$ cat src/rtl/fetch_unit_pkg.sv
// fetch_unit_pkg: shared types and sizing helpers for the instruction fetch unit.
package fetch_unit_pkg;
    localparam logic [31:0] RESET_PC_DEF = 32'h0000_0000;
    localparam int INST_W = 32;

    typedef struct packed {
        logic [31:0]       pc;
        logic [INST_W-1:0] inst;
    } fetch_entry_t;

    function automatic int cnt_w(input int depth);
        return $clog2(depth + 1);
    endfunction
endpackage

$ cat src/rtl/fetch_fifo.sv
// fetch_fifo: small circular buffer of fetched {pc, inst} entries with flush.
module fetch_fifo
    import fetch_unit_pkg::*;
#(
    parameter int DEPTH = 2,
    parameter int CW = cnt_w(DEPTH)
) (
    input  logic          clk,
    input  logic          rst,
    input  logic          flush,
    input  logic          push,
    input  logic          pop,
    input  fetch_entry_t  din,
    output fetch_entry_t  dout,
    output logic          full,
    output logic          empty,
    output logic [CW-1:0] count
);
    localparam int PW = DEPTH > 1 ? $clog2(DEPTH) : 1;

    fetch_entry_t mem [DEPTH];
    logic [PW-1:0] rd, wr;

    function automatic logic [PW-1:0] nxt(input logic [PW-1:0] p);
        return p == PW'(DEPTH - 1) ? '0 : p + 1'b1;
    endfunction

    assign dout  = mem[rd];
    assign empty = count == '0;
    assign full  = count == CW'(DEPTH);

    always_ff @(posedge clk) begin
        if (rst || flush) begin
            rd    <= '0;
            wr    <= '0;
            count <= '0;
        end else begin
            if (push) wr <= nxt(wr);
            if (pop) rd <= nxt(rd);
            count <= count + CW'(push) - CW'(pop);
        end
    end

    always_ff @(posedge clk) begin
        if (push) mem[wr] <= din;
    end
endmodule

$ cat src/rtl/fetch_unit.sv
// fetch_unit: credit-limited instruction fetch with in-order responses,
// redirect flush and stale-response kill counting.
module fetch_unit
    import fetch_unit_pkg::*;
#(
    parameter logic [31:0] RESET_PC = RESET_PC_DEF,
    parameter int BUF_DEPTH = 2
) (
    input  logic        clk,
    input  logic        rst,
    input  logic        stop,
    input  logic        redirect,
    input  logic [31:0] redirect_pc,
    output logic        imem_req,
    output logic [31:0] imem_addr,
    input  logic        imem_gnt,
    input  logic        imem_rvalid,
    input  logic [31:0] imem_rdata,
    output logic [31:0] inst,
    output logic [31:0] pc,
    output logic        valid,
    output logic        clr
);
    localparam int CW = cnt_w(BUF_DEPTH);
    localparam logic [31:0] BOOT_PC = {RESET_PC[31:2], 2'b00};

    logic [31:0] fetch_pc, resp_pc, tgt;
    logic [CW-1:0] outst, kill, count;
    logic [CW:0] occ;
    logic grant, push, pop, empty, full;
    fetch_entry_t head;

    assign tgt       = {redirect_pc[31:2], 2'b00};
    assign valid     = ~empty;
    assign pop       = valid & ~stop & ~redirect;
    assign push      = imem_rvalid & (kill == '0) & ~redirect & (~full | pop);
    // Counting this cycle's pop as free credit lets zero-wait memory stream without bubbles.
    assign occ       = {1'b0, outst} + {1'b0, count} - (CW+1)'(pop);
    assign imem_req  = ~rst & ~redirect & (occ < (CW+1)'(BUF_DEPTH));
    assign imem_addr = fetch_pc;
    assign grant     = imem_req & imem_gnt;
    assign clr       = rst | redirect;
    assign inst      = valid ? head.inst : '0;
    assign pc        = valid ? head.pc : '0;

    fetch_fifo #(.DEPTH(BUF_DEPTH), .CW(CW)) u_fifo (
        .clk   (clk),
        .rst   (rst),
        .flush (redirect),
        .push  (push),
        .pop   (pop),
        .din   ('{pc: resp_pc, inst: imem_rdata}),
        .dout  (head),
        .full  (full),
        .empty (empty),
        .count (count)
    );

    always_ff @(posedge clk) begin
        if (rst) begin
            fetch_pc <= BOOT_PC;
            resp_pc  <= BOOT_PC;
            outst    <= '0;
            kill     <= '0;
        end else if (redirect) begin
            fetch_pc <= tgt;
            resp_pc  <= tgt;
            outst    <= outst - CW'(imem_rvalid);
            kill     <= outst - CW'(imem_rvalid);
        end else begin
            if (grant) fetch_pc <= fetch_pc + 32'd4;
            if (push) resp_pc <= resp_pc + 32'd4;
            if (imem_rvalid && kill != '0) kill <= kill - 1'b1;
            outst <= outst + CW'(grant) - CW'(imem_rvalid);
        end
    end
endmodule
$ cat config.mk
export PLATFORM = sky130hd
export DESIGN_NAME = fetch_unit
export DESIGN_NICKNAME = d
export VERILOG_FILES = /design/src/rtl/fetch_unit_pkg.sv /design/src/rtl/fetch_fifo.sv /design/src/rtl/fetch_unit.sv
export SDC_FILE = /design/constraint.sdc
export NUM_CORES = 1
export LEC_CHECK = 0
export CORE_AREA = 2 2 160 162
export DETAILED_ROUTE_END_ITERATION = 16
export DIE_AREA = 0 0 162 164
export MAX_ROUTING_LAYER = met4
export PLACE_DENSITY = 0.56
export SYNTH_ARGS = -nofsm -noshare
export SYNTH_HDL_FRONTEND = slang
export SYNTH_SLANG_ARGS = --single-unit
$ cat constraint.sdc
create_clock -name clk -period 12.3 [get_ports clk]
set_input_delay 2.46 -clock clk [delete_from_list [all_inputs] [get_ports clk]]
set_output_delay 2.46 -clock clk [all_outputs]
set_load 0.01 [all_outputs]
==> flow_summary.rst <==
.. list-table::
   :header-rows: 1

   * - Metric
     - Value
   * - Number of buffers and inverters on the critical path
     - 3
   * - FP Rows
     - 58
   * - Crit-path cells
     - clkdlybuf4s50_1 > buf_4 > nor4_1 > nand2b_1 > nand2_1 > fa_1 > xnor2_1 > nor3b_1 > clkdlybuf4s50_1
   * - CTS Root Cell
     - sky130_fd_sc_hd__clkbuf_16
   * - Avg WL per Cell
     - between 15 and 20 µm
   * - Setup violations, final
     - 0
   * - Fill cell total of the finished layout
     - between 2000 and 2500
   * - Core utilization of the finished layout
     - between 40% and 50%
   * - Period utilization
     - 64.2%
   * - Total number of nets in the final design
     - 972
   * - Cell area after layout
     - 11100 µm²
   * - Slowest stage cell on the critical path
     - sky130_fd_sc_hd__nor4_1
   * - Yosys Warn Count
     - 0
   * - Routed via count divided by cell count
     - between 4 and 5
   * - Final routed wirelength across all metal layers
     - 20.1 mm
   * - Synthesized instance count
     - 741
   * - Leakage component of the power
     - ~3.5 nW
   * - Most repeated cell in the gate-level netlist after synthesis
     - sky130_fd_sc_hd__edfxtp_1
   * - Worst r2r path cells
     - 15
   * - Hold Buf Count CTS
     - 0
   * - Width of the chip
     - 162 µm
   * - Worst vdd ir
     - 0.0000726 V
   * - Number of diodes
     - 0
   * - Origin of the critical flop-to-flop path
     - u_fifo.count[1]
   * - Cell occurring most often along the worst timing path
     - sky130_fd_sc_hd__clkdlybuf4s50_1
   * - Sinks on the clock net
     - 193
   * - Number of global-route vias before repair
     - about 5600
   * - Count of final max-slew check failures
     - 0
   * - Endpoint kind of the worst setup timing path
     - output port
   * - CP max FO
     - 38
   * - Setup Buffers After CTS
     - 0
   * - Post-synthesis cell area
     - 8570 µm²
   * - Final setup skew
     - 0.0147 ns
   * - Drt pass-1 iters
     - 4
   * - Placed instance area
     - 10500 µm²
   * - Port Buffer Count
     - 162
   * - Pwr Density
     - 129 nW/µm²
   * - Antenna violations before repair
     - 0
   * - Result of the run
     - finished clean
   * - Antenna-violating nets left
     - 0
   * - Pin count of the biggest net entering global routing
     - 66
   * - Transition time at the pin with the least slew margin
     - 1.10 ns
   * - Share of synthesized area occupied by flip-flops and latches
     - slightly below 60%
   * - Launching element of the worst setup path
     - redirect
   * - Maximum clock path buffer count
     - 2
   * - R2R Path End
     - outst[1]
   * - First-pass GRT wire length
     - about 31 mm
   * - Final Wtd Congestion
     - ~0.80
   * - Cell accounting for the most synthesized area
     - sky130_fd_sc_hd__edfxtp_1
   * - Remaining design rule violation count
     - 0
   * - Internal reg-to-reg setup slack
     - 8.59 ns
   * - Critical Path End
     - imem_req
   * - Share of Yosys cell area claimed by the top area cell type
     - a little over two fifths
   * - Deepest level of the CTS H-tree
     - 4
   * - Worst Hold Slack
     - 0.492 ns
   * - Main area contributors after synthesis
     - sky130_fd_sc_hd__edfxtp_1, sky130_fd_sc_hd__dfxtp_1, sky130_fd_sc_hd__mux2i_1, sky130_fd_sc_hd__nor2_1, sky130_fd_sc_hd__xnor2_1
   * - Sum of negative setup slack
     - 0 ns
   * - Synth Register Bits
     - a little under 200
   * - Critical Path Max Stage Delay
     - 0.51 ns
   * - Setup repair after global routing missed its margin
     - no
   * - TritonCTS clock tree
     - built
   * - HPWL reported at the end of detailed placement
     - 13.4 mm
   * - Clock-pin slew on the worst setup and hold paths
     - approximately 0.07 ns
   * - Cell class contributing the biggest share of worst-path delay
     - buffers and inverters
   * - Startpoint Class
     - input port
   * - Detailed router's first-iteration violation count
     - 296
   * - Area growth from synthesis to layout
     - 29.2%
   * - Vert. Die Dim
     - 164 µm
   * - Share of synthesized registers carrying an async set or reset
     - 0%
   * - Worst min-delay path category
     - register to register
   * - Total chip power
     - around 1.4 mW
   * - Gr ovfl total
     - 0
   * - Final Hold Viols
     - 0
   * - Max Cap Viol
     - 0
   * - CTS Buf Count
     - 17
   * - Mean area per synthesized cell
     - 11.6 µm²
   * - Insertion delay to the later sink of the worst-skew pair
     - 0.43 ns
   * - I/O pin total
     - between 150 and 200
   * - Overall routing resource usage
     - about 16%
   * - Area enclosed by the die boundary
     - approximately 27000 µm²
   * - Area of the placeable core
     - 24800 µm²
   * - Minimum period implied by the final worst setup slack
     - 7.90 ns
   * - Cells resized by post-CTS repair
     - 0
   * - Number of distinct standard cells referenced by the synthesized netlist
     - 56
   * - Number of enable-type register cells in the synthesized netlist
     - 124
   * - Crit Path Class
     - input port to output port
   * - Timing-limited maximum frequency
     - 0.127 GHz
   * - Data arrival time of the critical path
     - 5.44 ns
   * - Fraction of layout cells with a size suffix above 1
     - 6.84%
   * - Remaining max-slew budget at the tightest pin
     - 26.9%
   * - Commonest cells in the netlist
     - sky130_fd_sc_hd__edfxtp_1, sky130_fd_sc_hd__nor2_1, sky130_fd_sc_hd__dfxtp_1, sky130_fd_sc_hd__mux2i_1, sky130_fd_sc_hd__nand2_1
   * - Required arrival time at the worst endpoint
     - 9.84 ns
   * - Total via count in the routed design
     - slightly above 6000
   * - Starting density of the core
     - 34.5%
   * - Logic depth of the worst setup path including buffers
     - 9
   * - Most common flop cell mapped by yosys
     - sky130_fd_sc_hd__edfxtp_1
==> report_power, final <==
part | switching [mW] | total [mW] | internal, mW
Clock | 0.242 | 0.543 | 0.301
Sequential | 0.0250 | 0.746 | 0.721
Combinational | 0.0735 | 0.145 | 0.0713
==> layout by cell type (no fill, tap or decap), drive strengths merged, types with 8 or more instances in the layout <==
cell type,count
nor3,13
and3,10
a31oi,9
nor4,14
edfxtp,124
a211oi,11
clkdlybuf4s50,161
nor2,94
dfxtp,69
nand2,48
o21ai,15
nand3,26
clkbuf,20
a21boi,15
inv,29
nand4,22
mux2i,65
xor2,17
a21oi,29
ha,8
xnor2,27
buf,8
==> stage by stage <==
| step | worst slack (ns) | std cells |
|---|---|---|
| finish | 4.40 | 1236 |
| global route | 4.06 | 1236 |
| CTS | 4.36 | 1236 |
| detailed placement | 4.37 | 1204 |
| global placement | 4.40 | 1204 |
| floorplan | 4.66 | 744 |
==> layout make-up <==
cell class	count	area, µm²	share of cell area (%)
clock inverter	12	134	1.21
inverter	25	93.8	0.847
sequential	193	5110	46.1
clock buffer	20	437	3.94
tap	330	413	3.73
multi-input combinational	487	3220	29.1
timing repair buffer	169	1670	15.1
==> worst reg2reg max path, delay by kind of cell, from the launching register on <==
kind	cells	cell delay, ns
buffers and inverters	3	0.32
AOI/OAI and AO/OA	1	0.18
and+or+nand+nor	6	1.36
DFF	1	0.42
xor gates and xnor gates	2	0.27
adders and majority gates	3	1.04
==> kinds of logic (layout without fill, tap and decap cells) <==
logic type	after synthesis	after routing	synth area share (%)
muxes	69	69	8.12
AOI/OAI and AO/OA	105	105	7.90
and+or+nand+nor	256	256	15.3
xor gates and xnor gates	44	44	4.50
other	1	4	0.0437
DFF	193	193	59.6
adders and majority gates	9	9	1.40
buffers and inverters	64	226	3.17
==> sequential cells by signal, summed over array words and instances (netlist names), named ones only <==
register / flops
u_fifo.count: 2
kill: 2
imem_addr: 30
resp_pc: 30
u_fifo.mem: 124
outst: 2
u_fifo.rd: 1
u_fifo.wr: 1
==> worst min-delay path by stage <==
stage / from / end / slack, ns / cells past startpoint
floorplan: resp_pc[31] / u_fifo.mem[0][63] / 0.45 / 0
global placement: imem_addr[31] / imem_addr[31] / 0.48 / 1
detailed placement: imem_addr[31] / imem_addr[31] / 0.48 / 1
CTS: imem_addr[31] / imem_addr[31] / 0.49 / 1
global route: imem_addr[31] / imem_addr[31] / 0.51 / 1
finish: imem_addr[31] / imem_addr[31] / 0.49 / 1
==> routing by layer <==
layer	GRT usage, %	part of all wire (%)	vias up	wire length [µm]
met3	2.88	5.2	20	1050
met2	23.1	44	194	8830
li1	-	-	2997	-
met5	-	0	-	0
met1	22.1	50	2890	9970
met4	4.30	1.2	0	246
Power figures use the tool's default switching activity.
==> variant (same settings) <==
One comparison of `count` changes from == to >=.
--- a/src/rtl/fetch_fifo.sv
+++ b/src/rtl/fetch_fifo.sv
@@ -28,5 +28,5 @@
     assign dout  = mem[rd];
     assign empty = count == '0;
-    assign full  = count == CW'(DEPTH);
+    assign full  = count >= CW'(DEPTH);
 
     always_ff @(posedge clk) begin
Behaviour: same outputs for any inputs over 4 cycles, from zero or initial values and one cycle with rst high; that may be too few to reach the edited logic, so the function may still have changed.
==> variant against the original RTL <==
- area after synthesis fell by 0.95%
- worst hold slack improved by 0.0065 ns
- wire length fell by 0.23%
- final area fell by 0.85%
- setup slack improved by 0.27 ns
- critical path depth did not move
- cell count rose by 0.24%
- sequential cell count did not move
- power fell by 1.5%
- largest cell class unchanged
==> variant: results (changes against the original RTL) <==
synth:
  synth_xor_area_frac: 0.04642  # was 0.04496
  synth-compound-area-share: 0.08930  # was 0.07897
  synth_area_leaders: "edfxtp_1 (44%), dfxtp_1 (16%), mux2i_1 (7.4%)"  # was edfxtp_1 (43%), dfxtp_1 (16%), mux2i_1 (7.6%)
  synth_commonest_cells: "edfxtp_1 (124), nor2_1 (105), dfxtp_1 (69)"  # was edfxtp_1 (124), nor2_1 (93), dfxtp_1 (69)
  synthAdderAreaFrac: 0.01415  # was 0.01401
  synthDistinctLibCells: 47  # was 56
  synthMuxAreaShare: 0.07427  # was 0.08116
  ys_seq_area_frac: 0.6012  # was 0.5955
global_route:
  use_met2: 0.2203  # was 0.2309
  grt.met3_usage: 0.02854  # was 0.02879
  grt.total_usage: 0.1548  # was 0.1565
  grt_pass1_vias: 5597  # was 5638
  grt_start_max_net_pins: 76  # was 66
final_layout:
  final-clk-cell-share: 0.05195  # was 0.05151
  drive_above_1_share: 0.05171  # was 0.06843
  fill_cells: 2385  # was 2355
power:
  max-vdd-ir-drop_uv: 70.25  # was 72.64 µV
  switching_power_w: 0.0003249  # was 0.0003404 W
  p_comb_frac: 0.098  # was 0.101
  p_leak_nw: 3.517  # was 3.542 nW
drt:
  wl_met2_um: 8625  # was 8829 µm
  wl_met3_um: 1041  # was 1050 µm
  avgRoutedWirePerCell_um: 16.19  # was 16.26 µm
  via_count: 6080  # was 6101
  met1_length_um: 10110  # was 9973 µm
  dr.first_iter.drc_count: 271  # was 296
critical_path:
  cp_max_fo: 39  # was 38
placed_design:
  gp_congestion: 0.8107  # was 0.8013
  place_ws_ns: 4.673  # was 4.369 ns
timing:
  tightest_slew_ns: 0.9780  # was 1.097 ns
status:
  outcome: "complete, no violations"  # unchanged
[variant: changes by cell type after synthesis, moves of 6 or more]
cell      unedited run  this run
and2_1               4        10
clkbuf_1            22        31
o21ai_0             11        19
a21oi_1             29        20
a211oi_1            10        16
nor2_1              93       105
a31oi_1              9        20
[variant: worst paths after layout]
check | to | slack, ns | depth (start not counted)
setup reg to reg | outst[1] | 8.06 | 15
setup / recovery | imem_req | 4.67 | 9
hold / removal | u_fifo.mem[0][63] | 0.50 | 0
hold reg to reg | u_fifo.mem[0][63] | 0.50 | 0
[variant: stage by stage]
stage	hold WS [ns]	instance area, µm²	total power [W]	std cells
global route	0.5267	10980	0.001474	1239
finish	0.4981	10980	0.001413	1239
CTS	0.5108	10980	0.001430	1239
detailed placement	0.4939	10410	0.0008986	1207
floorplan	0.4256	8502	0.0008290	754
global placement	0.4838	10410	0.0008964	1207
